**src/rtl/rev_gpio_apb_arb.sv**
```systemverilog
// Two-requester round-robin arbiter in front of a single APB master port.
// Grants in IDLE, runs one SETUP/ACCESS transfer, returns the response to the owner.
module rev_gpio_apb_arb #(
    parameter int unsigned DATA_W  = 32,
    parameter int unsigned ADDR_W  = 4,
    parameter int unsigned TIMEOUT = 16
) (
    input  logic                    pclk,
    input  logic                    prstn,
    input  logic [1:0]              req,
    input  logic [1:0]              req_we,
    input  logic [2*ADDR_W-1:0]     req_addr,
    input  logic [2*DATA_W-1:0]     req_wdata,
    input  logic [2*DATA_W/8-1:0]   req_strb,
    output logic [1:0]              gnt,
    output logic [1:0]              rsp_valid,
    output logic [DATA_W-1:0]       rsp_rdata,
    output logic                    rsp_err,
    output logic                    psel,
    output logic                    penable,
    output logic                    pwrite,
    output logic [ADDR_W-1:0]       paddr,
    output logic [DATA_W-1:0]       pwdata,
    output logic [DATA_W/8-1:0]     pstrb,
    input  logic                    pready,
    input  logic                    pslverr,
    input  logic [DATA_W-1:0]       prdata
);

    localparam int unsigned STRB_W = DATA_W / 8;
    localparam int unsigned TMO_W  = $clog2(TIMEOUT);

    typedef enum logic [1:0] {
        ST_IDLE   = 2'd0,
        ST_SETUP  = 2'd1,
        ST_ACCESS = 2'd2
    } state_t;

    state_t              state_q;
    logic                ptr_q;
    logic                owner_q;
    logic [TMO_W-1:0]    tmo_q;
    logic                psel_q;
    logic                penable_q;
    logic                we_q;
    logic [ADDR_W-1:0]   addr_q;
    logic [DATA_W-1:0]   wdata_q;
    logic [STRB_W-1:0]   strb_q;
    logic [1:0]          rsp_valid_q;
    logic [DATA_W-1:0]   rsp_rdata_q;
    logic                rsp_err_q;

    logic                gnt_any_c;
    logic                gnt_idx_c;
    logic                sel_we_c;
    logic [ADDR_W-1:0]   sel_addr_c;
    logic [DATA_W-1:0]   sel_wdata_c;
    logic [STRB_W-1:0]   sel_strb_c;

    // Round-robin pick: a lone requester wins outright, the pointer breaks ties.
    always_comb begin
        gnt_any_c = 1'b0;
        gnt_idx_c = 1'b0;
        gnt       = 2'b00;
        if (prstn && (state_q == ST_IDLE) && (req != 2'b00)) begin
            gnt_any_c = 1'b1;
            gnt_idx_c = (req == 2'b11) ? ptr_q : req[1];
            gnt       = gnt_idx_c ? 2'b10 : 2'b01;
        end
    end

    always_comb begin
        sel_we_c    = gnt_idx_c ? req_we[1] : req_we[0];
        sel_addr_c  = gnt_idx_c ? req_addr[2*ADDR_W-1:ADDR_W] : req_addr[ADDR_W-1:0];
        sel_wdata_c = gnt_idx_c ? req_wdata[2*DATA_W-1:DATA_W] : req_wdata[DATA_W-1:0];
        sel_strb_c  = gnt_idx_c ? req_strb[2*STRB_W-1:STRB_W] : req_strb[STRB_W-1:0];
    end

    always_ff @(posedge pclk or negedge prstn) begin
        if (!prstn) begin
            state_q     <= ST_IDLE;
            ptr_q       <= 1'b0;
            owner_q     <= 1'b0;
            tmo_q       <= '0;
            psel_q      <= 1'b0;
            penable_q   <= 1'b0;
            we_q        <= 1'b0;
            addr_q      <= '0;
            wdata_q     <= '0;
            strb_q      <= '0;
            rsp_valid_q <= 2'b00;
            rsp_rdata_q <= '0;
            rsp_err_q   <= 1'b0;
        end else begin
            rsp_valid_q <= 2'b00;
            case (state_q)
                ST_IDLE: begin
                    if (gnt_any_c) begin
                        owner_q <= gnt_idx_c;
                        ptr_q   <= ~gnt_idx_c;
                        we_q    <= sel_we_c;
                        addr_q  <= sel_addr_c;
                        // Reads drive zero data and strobes onto the bus.
                        wdata_q <= sel_we_c ? sel_wdata_c : '0;
                        strb_q  <= sel_we_c ? sel_strb_c : '0;
                        psel_q  <= 1'b1;
                        state_q <= ST_SETUP;
                    end
                end
                ST_SETUP: begin
                    penable_q <= 1'b1;
                    tmo_q     <= '0;
                    state_q   <= ST_ACCESS;
                end
                ST_ACCESS: begin
                    // pready takes priority over an expiring timeout.
                    if (pready) begin
                        rsp_rdata_q <= we_q ? '0 : prdata;
                        rsp_err_q   <= pslverr;
                        rsp_valid_q <= owner_q ? 2'b10 : 2'b01;
                        psel_q      <= 1'b0;
                        penable_q   <= 1'b0;
                        state_q     <= ST_IDLE;
                    end else if (tmo_q == TMO_W'(TIMEOUT - 1)) begin
                        rsp_rdata_q <= '0;
                        rsp_err_q   <= 1'b1;
                        rsp_valid_q <= owner_q ? 2'b10 : 2'b01;
                        psel_q      <= 1'b0;
                        penable_q   <= 1'b0;
                        state_q     <= ST_IDLE;
                    end else begin
                        tmo_q <= tmo_q + TMO_W'(1);
                    end
                end
                default: begin
                    psel_q    <= 1'b0;
                    penable_q <= 1'b0;
                    state_q   <= ST_IDLE;
                end
            endcase
        end
    end

    assign psel      = psel_q;
    assign penable   = penable_q;
    assign pwrite    = we_q;
    assign paddr     = addr_q;
    assign pwdata    = wdata_q;
    assign pstrb     = strb_q;
    assign rsp_valid = rsp_valid_q;
    assign rsp_rdata = rsp_rdata_q;
    assign rsp_err   = rsp_err_q;

endmodule

```
**config.mk**
```make
export PLATFORM = sky130hd
export DESIGN_NAME = rev_gpio_apb_arb
export DESIGN_NICKNAME = d
export VERILOG_FILES = /design/src/rtl/rev_gpio_apb_arb.sv
export SDC_FILE = /design/constraint.sdc
export NUM_CORES = 1
export LEC_CHECK = 0
export CORE_AREA = 4 4 125 127
export CTS_BUF_LIST = sky130_fd_sc_hd__clkbuf_8 sky130_fd_sc_hd__clkbuf_16
export DETAILED_ROUTE_END_ITERATION = 16
export DIE_AREA = 0 0 129 131
export PLACE_DENSITY = 0.61
export SYNTH_ARGS = -nofsm -noshare
export SYNTH_HDL_FRONTEND = slang
export SYNTH_SLANG_ARGS = --single-unit
```
**constraint.sdc**
```tcl
create_clock -name pclk -period 2.23 [get_ports pclk]
set_input_delay 0.3345 -clock pclk [delete_from_list [all_inputs] [get_ports pclk]]
set_output_delay 0.3345 -clock pclk [all_outputs]
set_load 0.02 [all_outputs]
```
# Word level (Yosys, flattened, before mapping)
# Index checks and enable logic that the tools add are counted.
[op_classes]
mux = 32
bitwise = 3
addsub = 1
reduce_logical = 12
n_eq_ne = 8
[op_table]
columns = ["operator", "n"]
rows = [
  ["$mux W32", 5],
  ["$mux W4", 5],
  ["$mux W2", 9],
  ["$mux W1", 9],
  ["$pmux W4 S2", 1],
  ["$reduce_and A2 Y1", 4],
  ["$ne A2 B2 Y1 const B", 3],
  ["$pmux W1 S3", 2],
  ["$pmux W2 S3", 1],
  ["$reduce_and A3 Y1", 2],
  ["$reduce_bool A2 Y1", 3],
  ["$add A4 B1 Y4 const B", 1],
  ["$eq A2 B2 Y1 const B", 2],
  ["$eq A4 B4 Y1 const B", 1],
  ["$ne A3 B3 Y1 const B", 1],
  ["$not A1 Y1", 3],
  ["$eq A2 B1 Y1 const B", 1],
  ["$logic_and A1 B1 Y1", 2],
  ["$logic_not A2 Y1", 1],
]
[word_totals]
out_inout_bits = 80
reg_bits = 86

# Depth between registers and ports, before layout
# Gate-level depths: netlist (run 1).
[logic_depth]
depth_word = 6
mapped_depth = 6

# Worst setup path after synthesis (run 1)
# OpenSTA, ideal clock, no wires.
[synth_path]
path_kind = "flip-flop to output port"
start = "reg state_q[0]"
end = "out gnt[0]"
path_stages_with_launch = 6
arrival_time_ns = 1.378
required_ns = 1.896
slack_ns = 0.517
path_cell_list = "dfrtp_1 > nor3b_2 > o21ai_1 > buf_2 > buf_2 > a21oi_1"
[synth_between]
elab_chain_cells = 4
[synth_rtl]
columns = ["item", "line_no", "rtl"]
rows = [
  ["start, declared", "39", "state_t state_q;"],
  ["start signal, assigned", "81", "state_q <= ST_IDLE;"],
  ["start signal, assigned", "107", "state_q <= ST_SETUP;"],
  ["start signal, assigned", "113", "state_q <= ST_ACCESS;"],
  ["$logic_not A2 Y1", "65", "if (prstn && (state_q == ST_IDLE) && (req != 2'b00)) begin"],
  ["$logic_and A1 B1 Y1 (2 in series)", "65", ""],
  ["$mux W2", "65", ""],
  ["end, declared", "15", "output logic [1:0] gnt,"],
]
# No other way between the ends.

# Final worst setup path (run 1)
# Ends and elaborated chain as after synthesis.

==> impl_results.md, run 1 <==
- Status: completed
- P_leak: 2.88 nW
- Pwr dens: 1160 nW/µm²
- Setup WS post-layout: 0.147 ns
- Tcrit/Tclk final: 93.4%
- Final setup fails: 0
- Worst Hold Class: in2async
- Worst-margin pin slew: 0.640 ns
- Clock buffer depth: 2
- Setup Skew: 0.00610 ns
- Simple logic cell fraction of the synthesized area: 9.02%
- Crit end category: output port
- Clk sinks: 86
- Chip Height: 131 µm
- TritonCTS clock tree: done
- Clock root cell: clkbuf_16
- Fmax: 480 MHz
- Worst EP required: 1.90 ns
- Port Buffers: 199
- Number of vias per cell: 4.40
- Initial core utilization: 25.6%
- Wire per inst: 16.0 µm
- Fin. Hold Viols: 0
- Compound-cell area share of the yosys netlist: 16.5%
- Crit path DAT: 1.75 ns
- Critical Path Start: state_q[0]
- DR pass1 iterations: 4
- Max-slew headroom: 57.2%
- First-pass GRT wire length: 17.4 mm
- Synth Area in XOR/XNOR: 0%
- Final WL: 11.3 mm
- GPL Wtd Cong: 0.790
- Clk_lat worst skew: 0.33 ns
- Hold slack final: 0.0879 ns
- Min Tclk post-route: 2.08 ns
- Number of flops mapped to enable cells by yosys: 0
- Initial antenna violation count: 0
- H-tree depth: 3
- Die X: 129 µm
- Multiplexer share of the synthesized area: 10.8%
- Area share of fa/ha/maj cells after synthesis: 0.339%
- Layout Nets: 635
- Diodes inserted: 0
- I/O pin count: 200
- Synth Instances: 311
- Design Area, Final: 6220 µm²
- RR Startpoint: state_q[0]
- Ys async rst share: 100%
- Detailed placement HPWL: 8.77 mm
- Share of cells above drive strength 1: 9.44%
- Syn_area_per_cell: 11.9 µm²
- Finished Layout Cells: 703
- Row count: 44
- Slew Viols, Final: 0
- Maxcap violations: 0
- Largest net degree at the start of global routing: 47
- Yosys Warn Count: 0
- Vias in the first global route: 3277
- Main combinational cell family by area after synthesis: compound AO/OA/AOI/OAI gates
- Die ar.: 16900 µm²
- Most used DFF post-synth: dfrtp_1
- Worst Setup Path Type: reg2out
- Total power draw: 7.23 mW
- CTS Hold Bufs: 0
- Final antenna-violating net count: 0
- Layout area overhead: 68.6%
- R2R Setup Slk: 0.41 ns
- Worst r2r path cells: 8
- DRC violations left: 0
- Netlist cell types: 32
- Worst slack at placement: 0.0348 ns
- Placed insts: 686
- DRT iter0 DRCs: 90
- Final Core Density: 43.2%
- Yosys reg bits: 86
- Global-route usage over all layers: 13.4%
- Crit start category: register
- Post-Place Cell Area: 5890 µm²
- Post-Syn Area: 3690 µm²
- Core area: 14400 µm²
- Clock-pin slew of the registers on the worst-case setup and hold paths: 0.06 ns
- RSZ-0062 raised after global routing: no
- Worst VDD drop: 0.416 mV
- Post-Syn Nets: 432
- Post-Route Setup TNS: 0 ns
- TritonCTS Buffers: 9
- Sequential area share after synthesis: 58.3%
- Worst Path Max Fanout: 5
- Total number of vias: 3095
- Remaining global-route overflow: 0
[power breakdown]
part / total, mW / leakage, nW / internal [mW] / switching, mW
Clock: 1.60 / 0.160 / 1.01 / 0.594
Sequential: 2.50 / 1.11 / 2.15 / 0.347
Combinational: 3.13 / 1.60 / 1.60 / 1.53
Total: 7.23 / 2.88 / 4.76 / 2.47
[sequential cells by signal, indices dropped and copies added, names as in the netlist]
name	flops
ptr_q	1
pwrite	1
psel	1
rsp_err	1
state_q	2
pwdata	32
rsp_valid	2
penable	1
pstrb	4
tmo_q	4
rsp_rdata	32
paddr	4
owner_q	1
[what timing repair did]
item / CTS / global route
resized for setup: 3 / 0
setup buffers: 1 / 0
endpoints found under the setup margin: 2 / 0
[path summary, 6_finish.rpt]
check                                to
setup / recovery                 gnt[0]
hold / removal               pwdata[26]
setup reg to reg             pwdata[20]
hold reg to reg            rsp_valid[0]
max in group asynchronous    pwdata[19]
min in group pclk          rsp_valid[0]
[synth_stat cells (2+ instances only)]
cell type	n	area share, %
buf_2	9	1.2
nand3_1	7	0.95
inv_1	3	0.31
nand2_2	2	0.34
a31oi_1	2	0.34
a22o_1	32	7.6
nand2_1	49	5.0
a21oi_1	2	0.27
inv_2	2	0.20
o21ai_1	27	3.7
o21ai_0	7	0.95
nand2b_1	2	0.34
mux2i_1	40	11
dfrtp_1	86	58
buf_6	8	2.4
o21ai_2	10	2.4
nor2_1	7	0.71
buf_4	2	0.41
[layer usage]
| metal | routed length (µm) | track usage, % |
|---|---|---|
| met5 | 0 | 0 |
| met4 | 88 | 3.89 |
| met3 | 1560 | 7.32 |
| met2 | 4840 | 19.8 |
| met1 | 4770 | 17.0 |
[kinds of logic (layout without fill, tap and decap cells)]
logic type	after synthesis	count (layout)
compound gates	85	85
fa+ha+maj	1	1
simple gates	74	74
mux	40	40
buf+inv	25	233
flops	86	86
[worst max-delay path: stages (launching register included)]
cell and delay, ns:
dfrtp_1 0.45, nor3b_4 0.26, buf_4 0.16, o21ai_4 0.05, a21oi_1 0.12, dlygate4sd2_1 0.36
[area by class of cell]
type,instances,area [µm²]
Clock buffer,10,239
Tap cell,184,230
Clock inverter,6,85.1
Timing Repair Buffer,212,2120
Sequential cell,86,2150
Inverter,5,18.8
Fill cell,1382,8200
Multi-Input combinational cell,200,1380
[cells in the final DEF (no fill, tap or decap), types with 2 or more instances in the layout]
cell type	instances
a21oi_1	2
a22o_1	32
a31oi_1	2
buf_12	3
buf_4	11
bufinv_16	2
clkbuf_16	9
clkdlybuf4s50_1	196
dfrtp_1	86
dlygate4sd2_1	2
inv_1	4
inv_2	2
mux2i_1	40
nand2_1	49
nand2_2	2
nand2b_1	2
nand3_1	6
nor2_1	7
o21ai_0	7
o21ai_1	26
o21ai_2	10
o21ai_4	2
(Power assumes the default switching activity.)
==> run 2, diff against run 1 <==
--- a/config.mk
+++ b/config.mk
@@ -10,6 +10,7 @@
 export DETAILED_ROUTE_END_ITERATION = 16
 export DIE_AREA = 0 0 129 131
 export PLACE_DENSITY = 0.61
+export SLEW_MARGIN = 5
 export SYNTH_ARGS = -nofsm -noshare
 export SYNTH_HDL_FRONTEND = slang
 export SYNTH_SLANG_ARGS = --single-unit
==> results of run 2 <==
Final layout, timing and power as in run 1 (identical DEF).
